**src/rtl/i2c_master_engine.sv**
```systemverilog
// Byte-level I2C master for register write/read transactions on open-drain SCL/SDA.
// Define I2C_MASTER_STRETCH_EN to honour slave clock stretching via sclIn.
module i2c_master_engine #(
    parameter int unsigned CLK_DIV = 4
) (
    input  logic       clk,
    input  logic       rst,
    input  logic       start,
    input  logic       rw,
    input  logic [6:0] devAddr,
    input  logic [7:0] regAddr,
    input  logic [7:0] dataLen,
    input  logic [7:0] txData,
    output logic       txAck,
    output logic [7:0] rxData,
    output logic       rxValid,
    output logic       busy,
    output logic       done,
    output logic       ackErr,
    input  logic       sclIn,
    input  logic       sdaIn,
    output logic       sclOut,
    output logic       sdaOut
);

    localparam logic [9:0] QuarterMax = 10'(CLK_DIV - 1);

    typedef enum logic [3:0] {
        StIdle, StStart, StAddrW, StReg, StLen, StWdata, StRstart, StAddrR, StRdata, StStop
    } state_e;

    state_e     stateQ, stateD;
    logic [1:0] phaseQ, phaseD;
    logic [9:0] qCntQ, qCntD;
    logic [3:0] bitCntQ, bitCntD;
    logic [7:0] byteCntQ, byteCntD;
    logic [7:0] shiftQ, shiftD;
    logic       rwQ, rwD;
    logic [6:0] devQ, devD;
    logic [7:0] regQ, regD;
    logic [7:0] lenQ, lenD;
    logic [7:0] rxDataQ, rxDataD;
    logic       rxValidQ, rxValidD;
    logic       txAckQ, txAckD;
    logic       doneQ, doneD;
    logic       ackErrQ, ackErrD;

    logic isByte, isRead, hold, tick;

    assign isByte = (stateQ == StAddrW) || (stateQ == StReg) || (stateQ == StLen) ||
                    (stateQ == StWdata) || (stateQ == StAddrR) || (stateQ == StRdata);
    assign isRead = (stateQ == StRdata);

`ifdef I2C_MASTER_STRETCH_EN
    // Freeze at the first cycle of the SCL-high quarter until the pad really is high.
    assign hold = !sclIn && (qCntQ == 10'd0) &&
                  ((isByte && phaseQ == 2'd2) || (stateQ == StStop && phaseQ == 2'd1));
`else
    logic unusedSclIn;
    assign unusedSclIn = sclIn;
    assign hold = 1'b0;
`endif

    assign tick = (qCntQ == QuarterMax) && !hold;

    always_ff @(posedge clk) begin
        if (rst) begin
            stateQ   <= StIdle;
            phaseQ   <= 2'd0;
            qCntQ    <= 10'd0;
            bitCntQ  <= 4'd0;
            byteCntQ <= 8'd0;
            shiftQ   <= 8'd0;
            rwQ      <= 1'b0;
            devQ     <= 7'd0;
            regQ     <= 8'd0;
            lenQ     <= 8'd0;
            rxDataQ  <= 8'd0;
            rxValidQ <= 1'b0;
            txAckQ   <= 1'b0;
            doneQ    <= 1'b0;
            ackErrQ  <= 1'b0;
        end else begin
            stateQ   <= stateD;
            phaseQ   <= phaseD;
            qCntQ    <= qCntD;
            bitCntQ  <= bitCntD;
            byteCntQ <= byteCntD;
            shiftQ   <= shiftD;
            rwQ      <= rwD;
            devQ     <= devD;
            regQ     <= regD;
            lenQ     <= lenD;
            rxDataQ  <= rxDataD;
            rxValidQ <= rxValidD;
            txAckQ   <= txAckD;
            doneQ    <= doneD;
            ackErrQ  <= ackErrD;
        end
    end

    always_comb begin
        stateD   = stateQ;
        phaseD   = phaseQ;
        qCntD    = qCntQ;
        bitCntD  = bitCntQ;
        byteCntD = byteCntQ;
        shiftD   = shiftQ;
        rwD      = rwQ;
        devD     = devQ;
        regD     = regQ;
        lenD     = lenQ;
        rxDataD  = rxDataQ;
        ackErrD  = ackErrQ;
        rxValidD = 1'b0;
        txAckD   = 1'b0;
        doneD    = 1'b0;

        if (stateQ != StIdle && !hold) begin
            qCntD = tick ? 10'd0 : qCntQ + 10'd1;
        end

        case (stateQ)
            StIdle: begin
                // The done cycle is still idle; a start there is dropped.
                if (start && !doneQ) begin
                    stateD  = StStart;
                    phaseD  = 2'd0;
                    qCntD   = 10'd0;
                    rwD     = rw;
                    devD    = devAddr;
                    regD    = regAddr;
                    lenD    = dataLen;
                    ackErrD = 1'b0;
                end
            end
            StStart: begin
                if (tick) begin
                    phaseD = phaseQ + 2'd1;
                    if (phaseQ == 2'd3) begin
                        stateD  = StAddrW;
                        bitCntD = 4'd0;
                        shiftD  = {devQ, 1'b0};
                    end
                end
            end
            StRstart: begin
                if (tick) begin
                    phaseD = phaseQ + 2'd1;
                    if (phaseQ == 2'd2) begin
                        stateD  = StAddrR;
                        phaseD  = 2'd0;
                        bitCntD = 4'd0;
                        shiftD  = {devQ, 1'b1};
                    end
                end
            end
            StStop: begin
                if (tick) begin
                    phaseD = phaseQ + 2'd1;
                    if (phaseQ == 2'd2) begin
                        stateD = StIdle;
                        phaseD = 2'd0;
                        doneD  = 1'b1;
                    end
                end
            end
            default: begin
                if (tick) begin
                    phaseD = phaseQ + 2'd1;
                    if (phaseQ == 2'd2) begin
                        if (bitCntQ < 4'd8) begin
                            if (isRead) begin
                                shiftD = {shiftQ[6:0], sdaIn};
                                if (bitCntQ == 4'd7) begin
                                    rxDataD  = {shiftQ[6:0], sdaIn};
                                    rxValidD = 1'b1;
                                end
                            end
                        end else if (!isRead && sdaIn) begin
                            ackErrD = 1'b1;
                        end
                    end
                    if (phaseQ == 2'd3) begin
                        bitCntD = bitCntQ + 4'd1;
                        if (bitCntQ < 4'd8 && !isRead) begin
                            shiftD = {shiftQ[6:0], 1'b0};
                        end
                        if (bitCntQ == 4'd8) begin
                            bitCntD = 4'd0;
                            if (!isRead && ackErrQ) begin
                                stateD = StStop;
                            end else begin
                                case (stateQ)
                                    StAddrW: begin
                                        stateD = StReg;
                                        shiftD = regQ;
                                    end
                                    StReg: begin
                                        stateD = StLen;
                                        shiftD = lenQ;
                                    end
                                    StLen: begin
                                        if (lenQ == 8'd0) begin
                                            stateD = StStop;
                                        end else if (rwQ) begin
                                            stateD = StRstart;
                                        end else begin
                                            stateD   = StWdata;
                                            shiftD   = txData;
                                            txAckD   = 1'b1;
                                            byteCntD = lenQ;
                                        end
                                    end
                                    StWdata: begin
                                        if (byteCntQ <= 8'd1) begin
                                            stateD   = StStop;
                                            byteCntD = 8'd0;
                                        end else begin
                                            byteCntD = byteCntQ - 8'd1;
                                            shiftD   = txData;
                                            txAckD   = 1'b1;
                                        end
                                    end
                                    StAddrR: begin
                                        stateD   = StRdata;
                                        byteCntD = lenQ;
                                    end
                                    default: begin
                                        if (byteCntQ <= 8'd1) begin
                                            stateD   = StStop;
                                            byteCntD = 8'd0;
                                        end else begin
                                            byteCntD = byteCntQ - 8'd1;
                                        end
                                    end
                                endcase
                            end
                        end
                    end
                end
            end
        endcase
    end

    always_comb begin
        sclOut = 1'b1;
        sdaOut = 1'b1;
        case (stateQ)
            StIdle: begin
                sclOut = 1'b1;
                sdaOut = 1'b1;
            end
            StStart: begin
                sdaOut = !phaseQ[1];
            end
            StRstart: begin
                sclOut = (phaseQ != 2'd0);
                sdaOut = (phaseQ != 2'd2);
            end
            StStop: begin
                sclOut = (phaseQ != 2'd0);
                sdaOut = (phaseQ == 2'd2);
            end
            default: begin
                sclOut = phaseQ[1];
                if (bitCntQ == 4'd8) begin
                    // Master ACKs every read byte but the last; released on write ACK slots.
                    sdaOut = isRead ? (byteCntQ <= 8'd1) : 1'b1;
                end else begin
                    sdaOut = isRead ? 1'b1 : shiftQ[7];
                end
            end
        endcase
    end

    assign busy    = (stateQ != StIdle);
    assign done    = doneQ;
    assign txAck   = txAckQ;
    assign rxData  = rxDataQ;
    assign rxValid = rxValidQ;
    assign ackErr  = ackErrQ;

endmodule

```
**config.mk**
```make
export PLATFORM = sky130hd
export DESIGN_NAME = i2c_master_engine
export DESIGN_NICKNAME = d
export VERILOG_FILES = /design/src/rtl/i2c_master_engine.sv
export SDC_FILE = /design/constraint.sdc
export NUM_CORES = 1
export LEC_CHECK = 0
export ABC_AREA = 1
export BUFFER_PORTS_ARGS = -buffer_cell sky130_fd_sc_hd__buf_2
export CAP_MARGIN = 25
export CORE_ASPECT_RATIO = 0.9
export CORE_UTILIZATION = 50
export DETAILED_ROUTE_END_ITERATION = 10
export GPL_TIMING_DRIVEN = 0
export PLACE_DENSITY = 0.73
export SKIP_LAST_GASP = 1
export SLEW_MARGIN = 20
export SYNTH_ARGS = -nofsm -noshare
export SYNTH_HDL_FRONTEND = slang
export SYNTH_SLANG_ARGS = --single-unit
```
**constraint.sdc**
```tcl
create_clock -name clk -period 1.8 [get_ports clk]
set_input_delay 0.27 -clock clk [delete_from_list [all_inputs] [get_ports clk]]
set_output_delay 0.27 -clock clk [all_outputs]
set_load 0.03 [all_outputs]
```
==> Word level (Yosys, flattened, before mapping) <==
Index checks and enable logic that the tools add are counted.
{ "word_totals": {"ff_bits": 72, "in_bits": 37, "output_inout_bits": 15, "wordCells": 163} }
{ "classes": {"add_sub_neg": 4, "n_lt_le_gt_ge": 2, "n_eq_ne": 26, "mux": 69, "n_bitwise": 12, "n_reduce_logical": 35} }
{ "op_table": {"columns": ["cell", "n"], "rows": [
  ["two-way mux 8 bit", 18],
  ["two-way mux 4 bit", 18],
  ["one-hot mux 8 bit (3 select lines)", 2],
  ["two-way mux 10 bit", 4],
  ["one-hot mux 4 bit (4 select lines)", 2],
  ["one-hot mux 8 bit (4 select lines)", 1],
  ["== test 4 x 3 -> 1 bit, second input constant", 5],
  ["inequality test 2 bit, second input constant", 10],
  ["OR reduction 9 bit", 2],
  ["two-way mux 1 bit", 13],
  ["== test 4 bit, second input constant", 3],
  ["NOT 1 bit", 12],
  ["one-hot mux 4 bit (3 select lines)", 1],
  ["AND reduction 6 bit", 2],
  ["AND reduction 11 bit", 1],
  ["adder 10 x 1 -> 10 bit, second input constant", 1],
  ["== test 10 x 2 -> 1 bit, second input constant", 1],
  ["two-way mux 2 bit", 5],
  ["nonzero test 10 bit", 1],
  ["nonzero test 2 bit", 5],
  ["== test 4 x 2 -> 1 bit, second input constant", 2],
  ["less-or-equal comparator 8 x 1 -> 1 bit, second input constant", 1],
  ["zero test 8 bit", 1],
  ["AND reduction 8 bit", 1],
  ["other kinds (22)", 36]
]} }

==> Logic depth before layout (Yosys ltp) <==
Gate-level depths: netlist of run 1.
{ "depth": {"depth_word": 13, "mapped_depth": 13, "ltp_nobuf": 13} }

==> Worst setup path after synthesis of run 1 <==
No wires, ideal clock.
{ "synth_path": {"kind": "register to output", "from": "register stateQ[3]", "to": "output sclOut", "arrival_ps": 1637, "required_ps": 1530, "path_slack_ps": -107, "stages_incl_launch_ff": 9, "n_path_buf": 0, "cell_sequence": "dfxtp_1 > inv_2 > nand2_2 > inv_2 > nand2_4 > nand2_4 > nor2_4 > inv_2 > o21ai_0"} }
{ "synth_via": {"elab_chain_len": 3, "word_cells_on_any_way": 7, "cone_classes": "3 x eq/ne; 1 x mux; 3 x reduce/logical"} }
{ "synth_rtl": {"columns": ["item", "line_no", "rtl"], "rows": [
  ["from (decl)", "32", "state_e stateQ, stateD;"],
  ["from (signal assigned)", "68", "stateQ <= StIdle;"],
  ["from (signal assigned)", "84", "stateQ <= stateD;"],
  ["== test 4 bit, or another cell as far along", "249", "case (stateQ)"],
  ["OR reduction 2 bit (no source line)", null, null],
  ["one-hot mux 1 bit (2 select lines) *", "249", null],
  ["to (decl)", "22", "output logic sclOut,"]
]} }
Every way passes the cells marked *; elsewhere a longest branch is shown, timed or not.

==> Worst setup path after layout of run 1 <==
{ "layout_path": {"from": "register stateQ[3]", "to": "output sdaOut"} }
{ "layout_via": {"elab_chain_len": 4, "word_cells_on_any_way": 9, "cone_classes": "4 x eq/ne; 4 x mux; 1 x reduce/logical"} }
{ "layout_rtl": {"columns": ["item", "line_no", "rtl"], "rows": [
  ["== test 4 bit", "52", "assign isRead = (stateQ == StRdata);"],
  ["two-way mux 1 bit, on equally long branches", "271, 269", null],
  ["two-way mux 1 bit", "267", "if (bitCntQ == 4'd8) begin"],
  ["one-hot mux 1 bit (4 select lines) *", "249", null],
  ["to (decl)", "23", "output logic sdaOut"]
]} }
Marked as above.

==> out/summary.txt, run 1 <==
Final Non-Filler Cells: 858
vias per cell: 5.50
clk root buf: clkbuf_8
Leak: 0.00236 uW
synthesized area: 4300 sq um
Arrival @ worst endpoint: 1.72 ns
Final Hold Vio Count: 0
initial antenna violation count: 0
largest net degree at the start of global routing: 14
post-route minimum period: 1.99 ns
internal power: 3430 uW
Startpoint Class: flop
Mapped Cells: 655
cell taking the most area after synthesis: dfxtp_1
Die H: 90.0 um
pins over their slew limit: 0
Least-Margin Pin Slew: 0.636 ns
CP max stage cell: dfxtp_4
fin nets: 786
area of the multi-input gates: 2750 sq um
Fmax: 0.502 GHz
final wirelength: 12900 um
Setup CP Type: reg -> out
crit end category: output port
core box area: 8180 sq um
final setup violating endpoints: 13
htree depth: 3
CTS tree: yes
Die X-Extent: 99.8 um
CTS Buf Count: 9
post-layout worst setup margin: -0.192 ns
Seq/Total Area, Yosys: 0.335
P per Cell Area: 1150 nW/um^2
Synth top area share: 0.335
gr ovfl total: 0
Antenna diodes: 0
placed instance area: 4700 sq um
Yosys cell types: 39
synthesis-to-finish area growth: 25.2%
vias in the first global route: 4152
status: finished, violations left
GRT Resource Usage Total: 0.282
maximum VDD drop: 0.777 mV
synthesized flop and latch total: 72
most frequent cells after synthesis: nand2_1, nor2_1, dfxtp_1
First-pass DRT Iterations: 6
required time of the critical path: 1.53 ns
Post-route DRC: 0
Die Area: 8980 sq um
Synthesized Nets: 702
Reg clk slew, reported paths: 0.08 ns
Min-Delay Path Class: in -> reg
worst path cell trace: inv_2 -> nand2_4 -> inv_2 -> nand2_4 -> nand2_4 -> nor2_4 -> o311ai_4 -> nand4_1 -> buf_6
placed cells: 820
Slowest Stage Delay on Critical Path: 0.38 ns
Worst slew margin: 0.576
CTS sink count: 72
EDFF count, synth: 0
sequential share of power: 0.329
antenna viol nets, final: 0
cell row count: 31
Placer Congestion: 0.947
Max Cap Violations: 0
Starting Density: 0.526
wire per inst: 15.0 um
Top Ports: 52
design area: 5390 sq um
critical path peak fanout: 5
Port Buf Inserts: 50
register area: 1460 sq um
Vias: 4722
fill count: 705
setup_tns: -0.887 ns
Most common cell on crit path: nand2_4
Sw Ratio: 0.447
failing checks: negative setup slack
Clock Power Share: 0.210
CTS Buffer Depth: 2
yosys synthesis warning count: 0
layout cell share with drive strength beyond 1: 0.256
Post-synth ARST share: 0
CTS Hold Bufs: 0
mean area per synthesized cell: 6.57 sq um
period utilization: 1.11
commonest register cell after synthesis: dfxtp_1
dominant cells by area after synthesis: dfxtp_1, nand2_1, nor2_1
global-route wire length before repair: 19800 um
most frequent cell after synthesis: nand2_1
Setup Skew: 0.0116 ns
DRT iter0 DRCs: 387
RSZ-0062 raised after global routing: true
Final HPWL DP: 8990 um
Psw: 2780 uW
part of the power in combinational logic: 0.461
clock latency on the worst-skew pair: 0.37 ns
==> area by class of cell <==
cell class / instances / share of cell area
Buffer: 22 / 0.0232
Clock buffer: 9 / 0.0230
Clock inverter: 6 / 0.0128
Inverter: 70 / 0.0511
Multi-Input combinational cell: 491 / 0.511
Sequential cell: 72 / 0.272
Tap cell: 115 / 0.0267
Timing Repair Buffer: 73 / 0.0808
==> power by group through the flow <==
stage / registers (uW) / logic, uW / clock network [uW]
after floorplan: 2010 / 1730 / 0
after global placement: 2040 / 2250 / 0
after detailed placement: 2050 / 2290 / 0
after CTS: 2020 / 2510 / 1320
after global routing: 2070 / 3110 / 1390
final: 2040 / 2860 / 1310
==> per-layer routing <==
metal,share of wire,GRT usage
met4,0.028,0.109
met3,0.099,0.0700
met5,0,0
met1,0.44,0.386
met2,0.44,0.424
==> kinds of logic after synthesis <==
family,Yosys count,share of synthesized area
adders and majority gates,10,0.0291
muxes,1,0.00262
xor gates and xnor gates,6,0.0122
AOI/OAI and AO/OA,134,0.169
and+or+nand+nor,340,0.367
DFF,72,0.335
buffers and inverters,92,0.0858
==> worst max-delay path, delay by kind of cell, from the launching register on <==
family	cells	cell delay, ns
AND/OR/NAND/NOR	5	0.58
flip-flops	1	0.38
AO/OA/AOI/OAI	1	0.13
buffers and inverters	3	0.27
==> per-stage QoR <==
stage | util | worst slack (ns) | power, uW | hold slack [ns]
floorplan | - | 0.0310 | 3740 | 0.437
global placement | 0.574 | -0.322 | 4290 | 0.429
detailed placement | 0.574 | -0.346 | 4340 | 0.436
CTS | 0.631 | -0.235 | 5860 | 0.150
global route | 0.658 | -0.267 | 6560 | 0.153
finish | 0.658 | -0.192 | 6210 | 0.150
==> final timing paths <==
check | start | end | slack, ns | cells after the start
setup / recovery | stateQ[3]$_SDFFE_PP0P_ | sdaOut | -0.19 | 9
hold / removal | regAddr[6] | regQ[6]$_SDFFE_PP0P_ | 0.15 | 3
setup reg to reg | stateQ[1]$_SDFFE_PP0P_ | shiftQ[2]$_SDFFE_PP0P_ | -0.08 | 11
hold reg to reg | rxData[4]$_SDFFE_PP0P_ | rxData[4]$_SDFFE_PP0P_ | 0.44 | 2
==> sequential cells by signal, indices dropped and copies added, names as in the netlist, 2 cells and up <==
| signal | count |
|---|---|
| lenQ | 8 |
| rxData | 8 |
| bitCntQ | 4 |
| qCntQ | 10 |
| stateQ | 4 |
| shiftQ | 8 |
| phaseQ | 2 |
| devQ | 7 |
| byteCntQ | 8 |
| regQ | 8 |
==> layout by cell type, fill, tap and decap left out, drive strengths merged, types with 2 or more instances in the layout <==
cell type  count
a21oi         47
a221oi         2
a31oi          2
buf           85
clkbuf        19
clkinv         3
dfxtp         72
ha            10
inv           71
nand2        155
nand3         47
nand3b        16
nand4          6
nor2         104
nor3          12
o21ai         72
o22ai          7
xor2           5
==> timing repair <==
| action | in CTS | in global routing |
|---|---|---|
| setup endpoints to repair | 44 | 47 |
| setup buffers | 15 | 8 |
| pin swaps | 11 | 15 |
| gates resized for setup | 47 | 51 |
(Power assumes the default switching activity.)
==> run 2, diff against run 1 <==
--- a/config.mk
+++ b/config.mk
@@ -10,6 +10,7 @@
 export CAP_MARGIN = 25
 export CORE_ASPECT_RATIO = 0.9
 export CORE_UTILIZATION = 50
+export CTS_BUF_LIST = sky130_fd_sc_hd__clkbuf_2
 export DETAILED_ROUTE_END_ITERATION = 10
 export GPL_TIMING_DRIVEN = 0
 export PLACE_DENSITY = 0.73
==> out/summary.txt, run 2 (synthesis results as in run 1) <==
largest net degree at the start of global routing: 14 (unchanged)
Max Cap Violations: 0 (unchanged)
pre-CTS setup slack: -0.346 ns (unchanged)
period utilization: 1.25 (+0.148)
Least-Margin Pin Slew: 0.675 ns (+0.0399 ns)
clock latency on the worst-skew pair: 0.57 ns (+0.20 ns)
Top Ports: 52 (unchanged)
Biggest register: qCntQ
Final Non-Filler Cells: 908 (+5.8%)
maximum VDD drop: 0.728 mV (-6.3%)
setup_tns: -4.03 ns (-3.14 ns)
placed cells: 820 (unchanged)
Reg clk slew, reported paths: 0.21 ns (+0.13 ns)
Worst slew margin: 0.550 (-0.0266)
Final HPWL DP: 8990 um (unchanged)
Die H: 90.0 um (unchanged)
Slowest Stage Delay on Critical Path: 0.41 ns (+0.03 ns)
cell row count: 31 (unchanged)
P per Cell Area: 1100 nW/um^2 (-4.7%)
Die Area: 8980 sq um (unchanged)
most frequent cells in the layout: nand2_1, nor2_1, dfxtp_1, o21ai_0, inv_1
final setup violating endpoints: 25 (+12)
GRT Resource Usage Total: 0.297 (+0.0144)
gr ovfl total: 0 (unchanged)
cell family with most CP delay: simple AND/OR/NAND/NOR gates
most common cell after layout, fill and taps aside: nand2_1
vias in the first global route: 4393 (+5.8%)
worst reg2reg path endpoint: shiftQ[3]$_SDFFE_PP0P_
Fmax: 0.443 GHz (-12%)
First-pass DRT Iterations: 5 (-1)
core box area: 8180 sq um (unchanged)
final wirelength: 14300 um (+11%)
worst path cell trace: buf_6 -> nor2_4 -> inv_2 -> nor2_2 -> nor2_4 -> o311ai_4 -> nand4_1 -> buf_6
crit end category: output port
Setup CP Type: reg -> out
failing checks: negative setup slack
Startpoint Class: flop
Hold Crit Start: rw
DRT iter0 DRCs: 420 (+8.5%)
hold slack: 0.0381 ns (-0.112 ns)
fin nets: 836 (+6.4%)
clk root buf: clkbuf_2
Final Hold Vio Count: 0 (unchanged)
CTS Buf Count: 9 (unchanged)
synthesis-to-finish area growth: 37.0%
pins over their slew limit: 0 (unchanged)
CTS tree: yes
Vias: 5099 (+8.0%)
htree depth: 3 (unchanged)
worst reg2reg path startpoint: stateQ[3]$_SDFFE_PP0P_
status: finished, violations left
critical path peak fanout: 4 (-1)
Starting Density: 0.526 (unchanged)
Post-route DRC: 0 (unchanged)
Min-Delay Path Class: in -> reg
Placer Congestion: 0.947 (unchanged)
Port Buf Inserts: 50 (unchanged)
Die X-Extent: 99.8 um (unchanged)
reg2reg path depth: 12 (+1)
count of cells along the worst hold path: 3 (unchanged)
vias per cell: 5.62 (+2.0%)
global-route wire length before repair: 20900 um (+5.4%)
register-to-register setup slack: -0.23 ns (-0.15 ns)
wire per inst: 15.8 um (+5.1%)
CTS sink count: 72 (unchanged)
max FFs per register: 10 (unchanged)
antenna viol nets, final: 0 (unchanged)
initial antenna violation count: 0 (unchanged)
RSZ-0062 raised after global routing: true
Setup Skew: 0.0365 ns (+0.0249 ns)
Pwr Total: 6480 uW (+4.3%)
CTS Buffer Depth: 2 (unchanged)
post-route minimum period: 2.26 ns (+0.267 ns)
layout cell share with drive strength beyond 1: 0.301 (+0.0457)
Arrival @ worst endpoint: 1.99 ns (+0.27 ns)
required time of the critical path: 1.53 ns (about the same)
WP buf/inv: 3 (unchanged)
Antenna diodes: 0 (unchanged)
post-layout worst setup margin: -0.459 ns (-0.267 ns)
Leak: 0.00258 uW (+9.7%)
WHS Endpoint: rwQ$_SDFFE_PP0P_
CP max stage cell: dfxtp_4
## run 2: cell count changes in the layout (fill, tap and decap cells not counted), sizes merged
cell / change
dlygate4sd3: +22
buf: +26
nand2: +1
clkbuf: +1
## run 2: area by class of cell
type	instances	area (sq um)
flip-flops and latches	72	1470
fillers	634	2290
inverters	70	280
clock inverters	6	68.8
repair buffers	122	900
multi-input cells	492	2860
clock buffers	9	45.0
plain buffers	22	133
well taps	115	144
## run 2: routing by layer
layer | track usage | vias to the layer above | part of all wire
li1 | - | 2422 | -
met1 | 0.398 | 2348 | 0.43
met2 | 0.455 | 269 | 0.44
met3 | 0.0700 | 60 | 0.089
met4 | 0.121 | 0 | 0.042
met5 | 0 | - | 0
## run 2: stage by stage
step                area, sq um  utilization
global placement           4700        0.574
CTS                        5430        0.663
finish                     5900        0.721
floorplan                  4310            -
global route               5900        0.721
detailed placement         4700        0.574
## run 2: worst max-delay path by stage
stage,depth (start not counted),slack (ns),to,from
after floorplan,9,0.03,rxData[6]$_SDFFE_PP0P_,phaseQ[0]$_SDFFE_PP0P_
after global placement,9,-0.32,rxData[7]$_SDFFE_PP0P_,phaseQ[0]$_SDFFE_PP0P_
after detailed placement,9,-0.35,rxData[7]$_SDFFE_PP0P_,phaseQ[0]$_SDFFE_PP0P_
after CTS,7,-0.51,sdaOut,bitCntQ[0]$_SDFFE_PP0P_
after global routing,9,-0.55,sdaOut,byteCntQ[0]$_SDFFE_PP0P_
final,8,-0.46,sdaOut,stateQ[3]$_SDFFE_PP0P_
## run 2: worst register-to-register path, stage by stage, from the launching register on
cell	delay [ns]
dfxtp_4	0.42
buf_6	0.10
nor2_4	0.04
buf_4	0.13
buf_4	0.15
nand2_1	0.10
nand2_1	0.14
inv_2	0.18
clkbuf_4	0.25
nor2_1	0.07
nor2_1	0.22
nand2_1	0.08
a21oi_1	0.11
## run 2: what timing repair did
| item | CTS | global route |
|---|---|---|
| hold endpoints to repair | 22 | 0 |
| hold buffers | 22 | 0 |
| pin swaps | 17 | 35 |
| resized for setup | 63 | 80 |
| setup buffers | 22 | 27 |
| setup endpoints to repair | 51 | 60 |
| cloned | 1 | 1 |
## run 2: power by group
group,leakage (uW),total (uW),switching (uW),internal (uW)
clock network,0.0000683,965,645,320
logic,0.00192,3450,2170,1280
registers,0.000593,2060,215,1840
total,0.00258,6480,3030,3440
